File: src/rtl/usb_bus_state_det.sv
// Full-speed USB bus condition detector: synchronises and filters D+/D-,
// then tracks bus reset, suspend and resume from how long the filtered state dwells.
module usb_bus_state_det #(
  parameter int SYNC_STAGES       = 2,
  parameter int FILTER_CYCLES     = 3,
  parameter int RESET_DET_CYCLES  = 120,
  parameter int SUSPEND_CYCLES    = 144000,
  parameter int RESUME_CYCLES     = 960,
  parameter int RESET_HOLD_CYCLES = 16
) (
  input  logic       clk,
  input  logic       reset,
  input  logic       usb_p_rx,
  input  logic       usb_n_rx,
  input  logic       usb_tx_en,
  output logic [1:0] line_state,
  output logic       usb_reset,
  output logic       usb_reset_pulse,
  output logic       suspend,
  output logic       resume_pulse
);

  localparam logic [1:0] LS_SE0 = 2'd0;
  localparam logic [1:0] LS_J   = 2'd1;
  localparam logic [1:0] LS_K   = 2'd2;

  localparam logic [1:0] ST_ACTIVE    = 2'd0;
  localparam logic [1:0] ST_BUS_RESET = 2'd1;
  localparam logic [1:0] ST_SUSPENDED = 2'd2;
  localparam logic [1:0] ST_RESUMING  = 2'd3;

  localparam int MAX_AB = (SUSPEND_CYCLES > RESUME_CYCLES) ? SUSPEND_CYCLES : RESUME_CYCLES;
  localparam int MAX_C  = (MAX_AB > RESET_DET_CYCLES) ? MAX_AB : RESET_DET_CYCLES;
  localparam int DW     = $clog2(MAX_C) + 1;
  localparam int FW     = $clog2(FILTER_CYCLES + 1);
  localparam int HW     = $clog2(RESET_HOLD_CYCLES + 2);
  localparam int BW     = $clog2(SYNC_STAGES + 1);

  localparam logic [DW-1:0] DWELL_MAX = {DW{1'b1}};
  localparam logic [DW-1:0] RST_N     = DW'(RESET_DET_CYCLES);
  localparam logic [DW-1:0] SUSP_N    = DW'(SUSPEND_CYCLES);
  localparam logic [DW-1:0] RES_N     = DW'(RESUME_CYCLES);
  localparam logic [FW-1:0] FILT_N    = FW'(FILTER_CYCLES);
  localparam logic [FW-1:0] FILT_LAST = FW'(FILTER_CYCLES - 1);
  localparam logic [HW-1:0] HOLD_N    = HW'(RESET_HOLD_CYCLES);
  localparam logic [BW-1:0] BLANK_N   = BW'(SYNC_STAGES);

  logic [SYNC_STAGES-1:0] r_p_sync;
  logic [SYNC_STAGES-1:0] r_n_sync;
  logic [BW-1:0]          r_blank_cnt;
  logic [1:0]             r_cand;
  logic [FW-1:0]          r_fcnt;
  logic [1:0]             r_line;
  logic [DW-1:0]          r_dwell;
  logic [HW-1:0]          r_hold;
  logic [1:0]             r_state;
  logic                   r_usb_reset;
  logic                   r_usb_reset_pulse;
  logic                   r_suspend;
  logic                   r_resume_pulse;

  logic                   w_blank;
  logic [1:0]             w_raw;
  logic [1:0]             w_line_nxt;
  logic [1:0]             w_state_nxt;
  logic                   w_go;
  logic                   w_se0_hit;
  logic                   w_j_hit;
  logic                   w_k_hit;

  // Sync stage: flops preset to J so a reset never looks like a line event
  always_ff @(posedge clk) begin
    if (reset) begin
      r_p_sync <= {SYNC_STAGES{1'b1}};
      r_n_sync <= '0;
    end else begin
      r_p_sync <= {r_p_sync[SYNC_STAGES-2:0], usb_p_rx};
      r_n_sync <= {r_n_sync[SYNC_STAGES-2:0], usb_n_rx};
    end
  end

  // Our own transmission is still draining through the synchroniser for SYNC_STAGES cycles
  always_ff @(posedge clk) begin
    if (reset)
      r_blank_cnt <= '0;
    else if (usb_tx_en)
      r_blank_cnt <= BLANK_N;
    else if (r_blank_cnt != '0)
      r_blank_cnt <= r_blank_cnt - BW'(1);
  end

  assign w_blank = usb_tx_en || (r_blank_cnt != '0);
  assign w_raw   = w_blank ? LS_J : {r_n_sync[SYNC_STAGES-1], r_p_sync[SYNC_STAGES-1]};

  // Filter stage: accept a new state on its FILTER_CYCLES-th consecutive sample
  always_comb begin
    w_line_nxt = r_line;
    if (w_raw != r_cand) begin
      if (FILTER_CYCLES == 1)
        w_line_nxt = w_raw;
    end else if (r_fcnt >= FILT_LAST) begin
      w_line_nxt = r_cand;
    end
  end

  always_ff @(posedge clk) begin
    if (reset) begin
      r_cand <= LS_J;
      r_fcnt <= '0;
      r_line <= LS_J;
    end else begin
      r_line <= w_line_nxt;
      if (w_raw != r_cand) begin
        r_cand <= w_raw;
        r_fcnt <= FW'(1);
      end else if (r_fcnt != FILT_N) begin
        r_fcnt <= r_fcnt + FW'(1);
      end
    end
  end

  assign w_se0_hit = (r_line == LS_SE0) && (r_dwell >= RST_N);
  assign w_j_hit   = (r_line == LS_J)   && (r_dwell >= SUSP_N);
  assign w_k_hit   = (r_line == LS_K)   && (r_dwell >= RES_N);

  always_comb begin
    w_state_nxt = r_state;
    if (!w_blank) begin
      case (r_state)
        ST_ACTIVE: begin
          if (w_se0_hit)    w_state_nxt = ST_BUS_RESET;
          else if (w_j_hit) w_state_nxt = ST_SUSPENDED;
        end
        ST_BUS_RESET: begin
          if ((r_line != LS_SE0) && (r_hold >= HOLD_N)) w_state_nxt = ST_ACTIVE;
        end
        ST_SUSPENDED: begin
          if (w_se0_hit)    w_state_nxt = ST_BUS_RESET;
          else if (w_k_hit) w_state_nxt = ST_RESUMING;
        end
        default: begin
          if (w_se0_hit)              w_state_nxt = ST_BUS_RESET;
          else if (r_line == LS_J)    w_state_nxt = ST_ACTIVE;
        end
      endcase
    end
  end

  assign w_go = (w_state_nxt != r_state);

  // Dwell/FSM stage: hold counts cycles spent in BUS_RESET including the entry cycle
  always_ff @(posedge clk) begin
    if (reset) begin
      r_dwell           <= '0;
      r_hold            <= '0;
      r_state           <= ST_ACTIVE;
      r_usb_reset       <= 1'b0;
      r_usb_reset_pulse <= 1'b0;
      r_suspend         <= 1'b0;
      r_resume_pulse    <= 1'b0;
    end else begin
      if (w_blank || w_go || (w_line_nxt != r_line))
        r_dwell <= '0;
      else if (r_dwell != DWELL_MAX)
        r_dwell <= r_dwell + DW'(1);

      if (w_go)
        r_hold <= HW'(1);
      else if ((r_state == ST_BUS_RESET) && (r_hold != HOLD_N))
        r_hold <= r_hold + HW'(1);

      r_state           <= w_state_nxt;
      r_usb_reset       <= (w_state_nxt == ST_BUS_RESET);
      r_usb_reset_pulse <= (w_state_nxt == ST_BUS_RESET) && (r_state != ST_BUS_RESET);
      r_suspend         <= (w_state_nxt == ST_SUSPENDED);
      r_resume_pulse    <= (w_state_nxt == ST_RESUMING) && (r_state == ST_SUSPENDED);
    end
  end

  assign line_state      = r_line;
  assign usb_reset       = r_usb_reset;
  assign usb_reset_pulse = r_usb_reset_pulse;
  assign suspend         = r_suspend;
  assign resume_pulse    = r_resume_pulse;

endmodule

File: config.mk
export PLATFORM = sky130hd
export DESIGN_NAME = usb_bus_state_det
export DESIGN_NICKNAME = d
export VERILOG_FILES = /design/src/rtl/usb_bus_state_det.sv
export SDC_FILE = /design/constraint.sdc
export NUM_CORES = 1
export LEC_CHECK = 0
export ABC_AREA = 1
export BUFFER_PORTS_ARGS = -buffer_cell sky130_fd_sc_hd__buf_4
export CAP_MARGIN = 20
export CORE_MARGIN = 4
export CORE_UTILIZATION = 35
export CTS_BUF_LIST = sky130_fd_sc_hd__clkbuf_16
export DETAILED_ROUTE_END_ITERATION = 12
export PLACE_DENSITY = 0.46
export SYNTH_ARGS = -nofsm -noshare
export SYNTH_HDL_FRONTEND = slang
export SYNTH_SLANG_ARGS = --single-unit
File: constraint.sdc
create_clock -name clk -period 3.07 [get_ports clk]
set_input_delay 0.307 -clock clk [delete_from_list [all_inputs] [get_ports clk]]
set_output_delay 0.307 -clock clk [all_outputs]
set_load 0.02 [all_outputs]
After elaboration in Yosys (flattened, before gate mapping)
Index checks and enable logic that the tools add are counted.
Widths: inputs -> output; s select.
{"block": "word_totals", "regBits": 42}
{"block": "op_classes", "add_sub_neg": 4, "n_lt_le_gt_ge": 5, "n_eq_ne": 14, "n_mux": 18, "reduce_logical": 21}
{"op": "$mux 2", "n": 13}
{"op": "$add 19x1->19 const B", "n": 1}
{"op": "$ge 19x10->1 const B", "n": 1}
{"op": "$ge 19x18->1 const B", "n": 1}
{"op": "$ge 19x7->1 const B", "n": 1}
{"op": "$ne 19x19->1 const B", "n": 1}
{"op": "$reduce_bool 2->1", "n": 5}
{"op": "$eq 2x2->1 const B", "n": 4}
{"op": "$reduce_or 2->1", "n": 4}
{"op": "$logic_and 1x1->1", "n": 7}
{"op": "$eq 2x1->1 const B", "n": 3}
{"op": "$ne 2x2->1", "n": 3}
{"op": "$pmux 2 s3", "n": 1}
{"op": "$add 5x1->5 const B", "n": 1}
{"op": "$ge 5x5->1 const B", "n": 1}
{"op": "$ne 5x5->1 const B", "n": 1}
{"op": "$logic_not 2->1", "n": 2}
{"op": "$mux 1", "n": 4}
{"op": "$logic_or 1x1->1", "n": 3}
{"op": "$add 2x1->2 const B", "n": 1}
{"op": "$ge 2x2->1 const B", "n": 1}
{"op": "$ne 2x1->1 const B", "n": 1}
{"op": "$ne 2x2->1 const B", "n": 1}
{"op": "$sub 2x1->2 const B", "n": 1}

Longest topological paths before layout
Gate-level depths: netlist of run 1.
{"block": "depth", "depth_word": 10, "depth_mapped": 13, "mapped_depth_nobuf": 11}

Least setup slack after synthesis of run 1
Ideal clock, no wire load.
{"block": "synth_timing", "kind": "register to register", "startpoint": "register r_fcnt[0]", "endpoint": "register r_dwell[18]", "setup_time_ns": 0.061, "arrival_ns": 1.656, "required_time_ns": 3.009, "path_slack_ns": 1.353, "stages_incl_launch_ff": 13, "path_buffers": 1, "synth_period_minus_slack_ns": 1.717, "path_cell_list": "dfxtp_1 inv_1 ha_1 nor2_1 nand2_1 o21ai_0 inv_1 nand4_1 nand3_1 nor2_1 nand3_4 buf_12 nor2_4"}
{"block": "synth_via", "elab_chain_cells": 6}
{"item": "start: declaration", "line": "52", "source": "logic [FW-1:0] r_fcnt;"}
{"item": "start signal: assignment", "line": "117", "source": "r_fcnt <= r_fcnt + FW'(1);"}
{"item": "$ge 2x2->1", "line": "101", "source": "end else if (r_fcnt >= FILT_LAST) begin"}
{"item": "$mux 2", "line": "101"}
{"item": "$mux 2", "line": "98", "source": "if (w_raw != r_cand) begin"}
{"item": "$ne 2x2->1", "line": "162", "source": "if (w_blank || w_go || (w_line_nxt != r_line))"}
{"item": "$logic_or 1x1->1", "line": "162"}
{"item": "$reduce_or 2->1 (no source line)"}
{"item": "end signal: assignment", "line": "165", "source": "r_dwell <= r_dwell + DW'(1);"}
{"item": "end: declaration", "line": "54", "source": "logic [DW-1:0] r_dwell;"}
No other way between the ends.
A chain may end at the register's enable or synchronous reset.

Worst setup path in the final report of run 1
{"block": "layout_timing", "startpoint": "register r_fcnt[0]", "endpoint": "register r_dwell[3]"}
Same word-level chain as after synthesis.

==> results.yml, run 1 <==
run_status:
  status: "finished, final reports clean"
hold_path:
  min-delay-start: "usb_p_rx"
  hp-class: "primary input to flip-flop"
  min_to: "r_p_sync[0]"
  holdPathStages: 2
layout:
  fin_cells: 401
  nets: 334
  seq_area_um2: 841
  final_common_cell: "nor2_1"
  area_growth_pct: 10.9
  final_area_um2: 2560
  n_antenna_cell: 0
  multi_input_area_um2: 1250
  n_fill_cell: 690
  drive_gt1_frac: 0.164
  final_cell_mix: "65 x nor2_1, 51 x nand2_1, 42 x dfxtp_1"
yosys:
  ys_types: 26
  synth_flop_cell: "dfxtp_1"
  yosys-top-cells-area: "dfxtp_1 36%, nor2_1 11%, nand2_1 8.3%"
  syn-instance-count: 312
  yosysSeqAreaShare: 0.364
  yosys.area.top_type: "dfxtp_1"
  yosysWarnings: 0
  synth_edf_count: 0
  ys_seq_elements: 42
  synth_top_area_frac: 0.364
  postSynth.asyncResetShare: 0
  syn-mean-instance-area_um2: 7.40
  syn_nets: 323
  syn_area_um2: 2310
clock_network:
  cts_buffers: 5
  ctsResizeCount: 0
  cts.hold.buffers_added: 0
  tritoncts: "yes"
  clk_latency_ps: 280
  clock_path_buffers: 2
  post_cts_buffers: 0
  clkSinkCount: 42
  root_buffer: "clkbuf_16"
  path_clk_slew_ps: 60
  ctsHtreeMaxLevel: 2
timing:
  fin_skew_ps: 8.58
  drv_slew: 0
  fmax_mhz: 493
  setup_violations: 0
  worst_slew_pin_slew_ps: 572
  finalHoldViolCount: 0
  fin_tns_setup_ps: 0
  relSlewSlack: 0.615
  min_period_over_period: 0.661
  period_needed_ps: 2030
  rsz0062_at_grt: "false"
flow_run:
  maxCapViolations: 0
routing:
  drtIter0Drc: 88
  drt-total-wl_um: 4420
  drc: 0
  routedWlPerCell_um: 11.0
  vias: 1778
  drt-vias-per-instance: 4.43
  ant_nets: 0
  firstDrtPassIters: 4
pwr:
  p_switching_mw: 0.294
  power_density_nw_per_um2: 465
  pwr-share-clk: 0.429
  p_sw_frac: 0.247
  power_frac_comb: 0.089
  peakVddDrop_v: 0.000227
  power.internal_mw: 0.897
  p_leak_nw: 1.07
  seqPwrFrac: 0.481
global_route:
  gr-total-overflow: 0
  grt.total_usage: 0.123
  grt_max_degree: 20
  antenna_found_initial: 0
  grt_pass1_vias: 1605
  grt_pass1_wl_um: 7620
critical_path:
  reg2reg_slack_ps: 1040
  end_kind: "flip-flop"
  r2r_start: "r_fcnt[0]"
  rr_endpoint: "r_dwell[3]"
  reg2reg_depth: 11
  path_class: "flip-flop to flip-flop"
  crit_arrival_ps: 2240
  cp_max_fo: 19
  cp.required_ps: 3280
  start_kind: "flip-flop"
placement:
  dp_hpwl_um: 3200
  port_buffers: 10
  gp_congestion: 0.748
  place_area_um2: 2420
  post-place-cells: 393
floorplan:
  die_w_um: 89.2
  io_pins: 11
  die_area_um2: 7960
  die_h_um: 89.2
  rows: 29
  core_area_um2: 6390
  initial_core_util: 0.361
[stage by stage]
step           total power, mW  utilization  worst slack, ps  hold WS [ps]
5_1_grt                   1.26        0.401              771           199
3_3_place_gp             0.692        0.379              996           395
2_1_floorplan            0.671            -             1350           385
4_1_cts                   1.22        0.401              991           196
3_5_place_dp             0.693        0.379              993           396
6_report                  1.19        0.401             1040           203
[cell families (layout without fill, tap and decap cells)]
logic type               count (synthesis)  after routing  synth area share
AO/OA/AOI/OAI                           13             13            0.0293
XOR/XNOR                                22             22            0.0835
adder cells (fa/ha/maj)                  6              6            0.0325
buffers and inverters                   47             59            0.0954
flip-flops                              42             42             0.364
AND/OR/NAND/NOR                        182            182             0.395
[critical path: stages (launching register included)]
cell	delay (ps)
dfxtp_1	360
inv_1	60
ha_1	180
nor2_1	170
nand2_1	70
o21ai_0	140
inv_1	70
nand4_1	90
nand3_1	70
nor2_1	190
nand3_4	360
nor2_1	190
[worst max-delay path by stage]
stage          cells past startpoint  startpoint           to
6_report                          11   r_fcnt[0]   r_dwell[3]
5_1_grt                           11   r_fcnt[0]   r_dwell[5]
4_1_cts                           11   r_fcnt[0]   r_dwell[6]
3_5_place_dp                      13   usb_tx_en   r_dwell[4]
3_3_place_gp                      13   usb_tx_en   r_dwell[5]
2_1_floorplan                     12   r_fcnt[0]  r_dwell[18]
[power groups by stage]
stage	Clock, mW	Combinational, mW	Sequential, mW
floorplan	0	0.0847	0.586
global placement	0	0.107	0.586
detailed placement	0	0.108	0.586
CTS	0.534	0.108	0.573
global route	0.560	0.122	0.575
finish	0.512	0.106	0.573
[layout make-up]
type / count / share of cell area
Inverter: 40 / 0.0587
Sequential cell: 42 / 0.328
Tap cell: 77 / 0.0376
Clock inverter: 3 / 0.00684
Timing Repair Buffer: 11 / 0.0323
Clock buffer: 5 / 0.0489
Multi-Input combinational cell: 223 / 0.487
[sequential cells by signal, indices dropped and copies added (netlist names)]
name	count
usb_reset	1
resume_pulse	1
r_p_sync	2
r_dwell	19
usb_reset_pulse	1
r_cand	2
r_blank_cnt	2
r_hold	5
r_state	2
line_state	2
r_n_sync	2
suspend	1
r_fcnt	2
[synthesized netlist by cell type (6+ instances only)]
master and n:
nor2_2 6, inv_1 37, nor2_1 65, xnor2_1 9, xor2_1 13, nor2_4 12
nand3_1 14, nand4_1 9, dfxtp_1 42, o21ai_0 8, nor3_1 7, nand2_1 51
ha_1 6
[layer usage]
layer	up-vias	part of all wire	GRT usage
li1	985	-	-
met2	21	0.42	0.172
met5	-	0	0
met4	0	0.0081	0.0447
met3	2	0.032	0.0332
met1	770	0.54	0.180
No activity file was read; power rests on OpenSTA's default activity.
==> run 2: changes to the inputs <==
- clock period: 3.07 -> 2 ns (I/O delays scaled with it)
==> results.yml, run 2 (synthesis results as in run 1) <==
layout:
  fin_cells: 406
  final_common_cell: "nor2_1"
  post-route-util: 0.411
  final_cell_mix: "63 x nor2_1, 51 x nand2_1, 42 x dfxtp_1"
  n_antenna_cell: 0
  drive_gt1_frac: 0.182
  final_area_um2: 2630
  area_growth_pct: 13.8
  top_register: "r_dwell"
  nets: 339
  top_regs: "r_dwell x19, r_hold x5"
  largest_reg_flops: 19
clock_network:
  root_buffer: "clkbuf_16"
  cts_buffers: 5
  clkSinkCount: 42
  clk_latency_ps: 280
  path_clk_slew_ps: 60
  cts.hold.buffers_added: 0
  ctsHtreeMaxLevel: 2
  tritoncts: "yes"
  clock_path_buffers: 2
routing:
  firstDrtPassIters: 4
  routedWlPerCell_um: 10.8
  vias: 1801
  drt-vias-per-instance: 4.44
  drc: 0
  drt-total-wl_um: 4400
  ant_nets: 0
  drtIter0Drc: 67
timing:
  worst_slew_pin_slew_ps: 506
  fmax_mhz: 567
  fin_skew_ps: 9.25
  rsz0062_at_grt: "false"
  fin_tns_setup_ps: 0
  relSlewSlack: 0.659
  drv_slew: 0
  setup_violations: 0
  holdWs_ps: 106
  period_needed_ps: 1760
  min_period_over_period: 0.881
  finalHoldViolCount: 0
global_route:
  grt.total_usage: 0.128
  gr-total-overflow: 0
  grt_pass1_wl_um: 7930
  grt_max_degree: 17
  grt_pass1_vias: 1671
  antenna_found_initial: 0
pwr:
  pwr-share-clk: 0.426
  p_switching_mw: 0.459
  peakVddDrop_v: 0.000332
  power.internal_mw: 1.39
  p_sw_frac: 0.248
  power_frac_comb: 0.099
  power_density_nw_per_um2: 704
  seqPwrFrac: 0.476
  p_leak_nw: 1.11
placement:
  dp_hpwl_um: 3320
  port_buffers: 10
  post-place-cells: 398
  gp_congestion: 0.804
  place_area_um2: 2480
run_status:
  status: "finished, final reports clean"
flow_run:
  maxCapViolations: 0
critical_path:
  max_stage_delay_ps: 370
  end_kind: "flip-flop"
  cp.required_ps: 2220
  cp_slowest_cell: "dfxtp_1"
  path_class: "flip-flop to flip-flop"
  start_kind: "flip-flop"
  cp_max_fo: 10
  crit_chain: "inv_1, ha_1, nor2_2, nand2_1, o21ai_0, inv_1, nand4_1, nand3_1, nor2_2, nand3_4, buf_12, nor2_1"
  crit_arrival_ps: 1980
floorplan:
  die_area_um2: 7960
  rows: 29
  die_h_um: 89.2
  io_pins: 11
  die_w_um: 89.2
  core_area_um2: 6390
  initial_core_util: 0.361
hold_path:
  hp-class: "primary input to flip-flop"
==> run 2: critical path, delay by kind of cell (launching register included) <==
family	cells	cell delay [ps]
AND/OR/NAND/NOR	7	680
flip-flops	1	370
buffers and inverters	3	310
adder cells (fa/ha/maj)	1	200
AO/OA/AOI/OAI	1	130
==> run 2: layout make-up <==
cell class / instances / area (um2)
fillers: 657 / 3760
clock buffers: 5 / 125
flip-flops and latches: 42 / 841
multi-input cells: 223 / 1250
well taps: 77 / 96.3
inverters: 40 / 150
clock inverters: 3 / 17.5
repair buffers: 16 / 145
==> run 2: metrics by stage <==
stage / total power [mW] / worst slack [ps]
global route: 1.94 / 4.34
finish: 1.85 / 238
detailed placement: 1.08 / 168
CTS: 1.88 / 149
floorplan: 1.03 / 283
global placement: 1.08 / 211
==> run 2: timing repair <==
| item | CTS | global route |
|---|---|---|
| gates resized for setup | 0 | 2 |
| buffers inserted | 0 | 0 |
| endpoints found under the setup margin | 0 | 19 |
==> run 2: final timing paths <==
| kind | slack (ps) | start | to | cells past startpoint |
|---|---|---|---|---|
| max reg2reg | 240 | r_fcnt[0] | r_dwell[6] | 12 |
| min | 110 | usb_p_rx | r_p_sync[0] | 2 |
| max | 240 | r_fcnt[0] | r_dwell[6] | 12 |
| min reg2reg | 400 | r_p_sync[0] | r_p_sync[1] | 1 |
==> run 2: metal layers <==
| layer | vias up | global-route usage | wire length [um] |
|---|---|---|---|
| li1 | 999 | - | - |
| met1 | 784 | 0.186 | 2410 |
| met2 | 9 | 0.185 | 1830 |
| met3 | 9 | 0.0221 | 77 |
| met4 | 0 | 0.0528 | 76 |
| met5 | - | 0 | 0 |
==> run 2: power groups by stage <==
stage	combinational, mW	clock [mW]	sequential, mW
after floorplan	0.130	0	0.900
after global placement	0.181	0	0.898
after detailed placement	0.182	0	0.899
after CTS	0.183	0.821	0.879
after global routing	0.211	0.850	0.883
final	0.182	0.788	0.880
==> run 3: changes to the inputs <==
- ABC_AREA: 1 -> default
==> results.yml, run 3 <==
timing:
  period_needed_ps: 1850
  fin_tns_setup_ps: 0
  setup_violations: 0
  worst_slew_pin_slew_ps: 478
  fmax_mhz: 542
  drv_slew: 0
  min_period_over_period: 0.923
  rsz0062_at_grt: "false"
  setup_ws_ps: 154
  finalHoldViolCount: 0
  relSlewSlack: 0.678
  fin_skew_ps: 5.22
pwr:
  power.internal_mw: 1.37
  p_switching_mw: 0.402
  p_sw_frac: 0.227
  power_density_nw_per_um2: 708
  p_leak_nw: 0.961
  peakVddDrop_v: 0.000357
  power_frac_comb: 0.073
  pwr-share-clk: 0.429
  seqPwrFrac: 0.498
floorplan:
  die_w_um: 86.4
  rows: 28
  io_pins: 11
  core_area_um2: 5960
  die_h_um: 86.4
  initial_core_util: 0.361
  die_area_um2: 7460
critical_path:
  r2r_start: "r_blank_cnt[1]"
  cp.required_ps: 2170
  reg2reg_slack_ps: 150
  rr_endpoint: "r_dwell[0]"
  start_kind: "flip-flop"
  crit_arrival_ps: 2010
  cp_max_fo: 24
  end_kind: "flip-flop"
  path_class: "flip-flop to flip-flop"
  reg2reg_depth: 6
yosys:
  ys_seq_elements: 42
  synth_edf_count: 0
  synth_top_area_frac: 0.391
  syn-mean-instance-area_um2: 9.11
  yosys-top-cells-area: "dfxtp_1 39%, xor2_1 8.6%, nor3_1 6.3%"
  ys_types: 50
  syn-instance-count: 236
  yosys.area.top_type: "dfxtp_1"
  synthMostInstantiatedCell: "dfxtp_1"
  yosysWarnings: 0
  ys_top_cells_by_count: "42 x dfxtp_1, 27 x nor3_1, 21 x xor2_1"
  yosysSeqAreaShare: 0.391
  synth_flop_cell: "dfxtp_1"
  postSynth.asyncResetShare: 0
  syn_area_um2: 2150
  syn_nets: 247
clock_network:
  ctsHtreeMaxLevel: 2
  ctsResizeCount: 0
  clk_latency_ps: 280
  clkSinkCount: 42
  cts.hold.buffers_added: 0
  clock_path_buffers: 2
  tritoncts: "yes"
  post_cts_buffers: 0
  path_clk_slew_ps: 60
  root_buffer: "clkbuf_16"
  cts_buffers: 5
layout:
  nets: 267
  fin_cells: 332
  area_growth_pct: 16.4
  n_antenna_cell: 0
  top_regs: "r_dwell x19, r_hold x5"
  drive_gt1_frac: 0.171
  final_cell_mix: "42 x dfxtp_1, 27 x nor3_1, 21 x xor2_1, 21 x buf_4, 15 x o21ai_0"
  largest_reg_flops: 19
  top_register: "r_dwell"
  final_common_cell: "dfxtp_1"
global_route:
  use_met2: 0.187
  grt_use_met1: 0.179
  grt.total_usage: 0.127
  grt_pass1_vias: 1603
  antenna_found_initial: 0
  grt_most_used_layer: "met2"
  grt_pass1_wl_um: 7580
  gr-total-overflow: 0
  grt_max_degree: 25
  use_met3: 0.0295
flow_run:
  maxCapViolations: 0
placement:
  pre_cts_ws_ps: 183
  gp_congestion: 0.795
  dp_hpwl_um: 3200
  post-place-cells: 324
  port_buffers: 10
hold_path:
  min_to: "r_p_sync[0]"
  min-delay-start: "usb_p_rx"
  holdPathStages: 2
  hp-class: "primary input to flip-flop"
routing:
  drt-vias-per-instance: 5.19
  vias: 1724
  ant_nets: 0
  routedWlPerCell_um: 13.3
  drc: 0
  drt-total-wl_um: 4430
  firstDrtPassIters: 4
  drtIter0Drc: 61
run_status:
  status: "finished, final reports clean"
-- run 3: routing by layer --
metal / vias up / wire (um)
met5: - / 0
met2: 19 / 1800
li1: 902 / -
met1: 796 / 2420
met3: 7 / 147
met4: 0 / 67
-- run 3: layout make-up --
cell class / instances / area (um2)
clock inverter: 3 / 12.5
multi-input combinational: 175 / 1210
tap: 75 / 93.8
inverter: 10 / 37.5
timing repair buffer: 22 / 178
sequential: 42 / 841
fill: 608 / 3450
clock buffer: 5 / 125
-- run 3: how the worst max path moves through the flow --
stage	startpoint	endpoint	cells past startpoint
after floorplan	line_state[1]	r_hold[1]	7
after global placement	r_blank_cnt[1]	r_dwell[16]	6
after detailed placement	r_dwell[14]	r_dwell[16]	6
after CTS	r_dwell[14]	r_dwell[16]	6
after global routing	r_dwell[1]	r_dwell[16]	7
final	r_blank_cnt[1]	r_dwell[0]	6
-- run 3: critical path, stage by stage (launching register included) --
cell and delay, ps:
dfxtp_1 340, or3_4 420, nor4_1 440, o21ai_4 130, o2111ai_4 130, buf_12 200
nor3_1 70
-- run 3: logic make-up after synthesis --
| family | synth area share |
|---|---|
| AO/OA/AOI/OAI | 0.150 |
| XOR/XNOR | 0.0978 |
| adder cells (fa/ha/maj) | 0.0349 |
| buffers and inverters | 0.0477 |
| flip-flops | 0.391 |
| multiplexers | 0.00466 |
| AND/OR/NAND/NOR | 0.274 |
-- run 3: per-stage QoR --
stage / hold WS, ps / utilization / power (mW) / area, um2
final: 106 / 0.420 / 1.77 / 2500
after global routing: 106 / 0.420 / 1.86 / 2500
after CTS: 101 / 0.419 / 1.80 / 2490
after detailed placement: 389 / 0.396 / 1.03 / 2360
after global placement: 385 / 0.396 / 1.03 / 2360
after floorplan: 271 / - / 0.989 / 2150
-- run 3: power groups by stage --
stage	Sequential (mW)	Clock [mW]	Combinational [mW]
after global placement	0.902	0	0.130
after detailed placement	0.901	0	0.131
after global routing	0.886	0.822	0.150
after CTS	0.882	0.784	0.132
final	0.882	0.759	0.129
after floorplan	0.894	0	0.0951
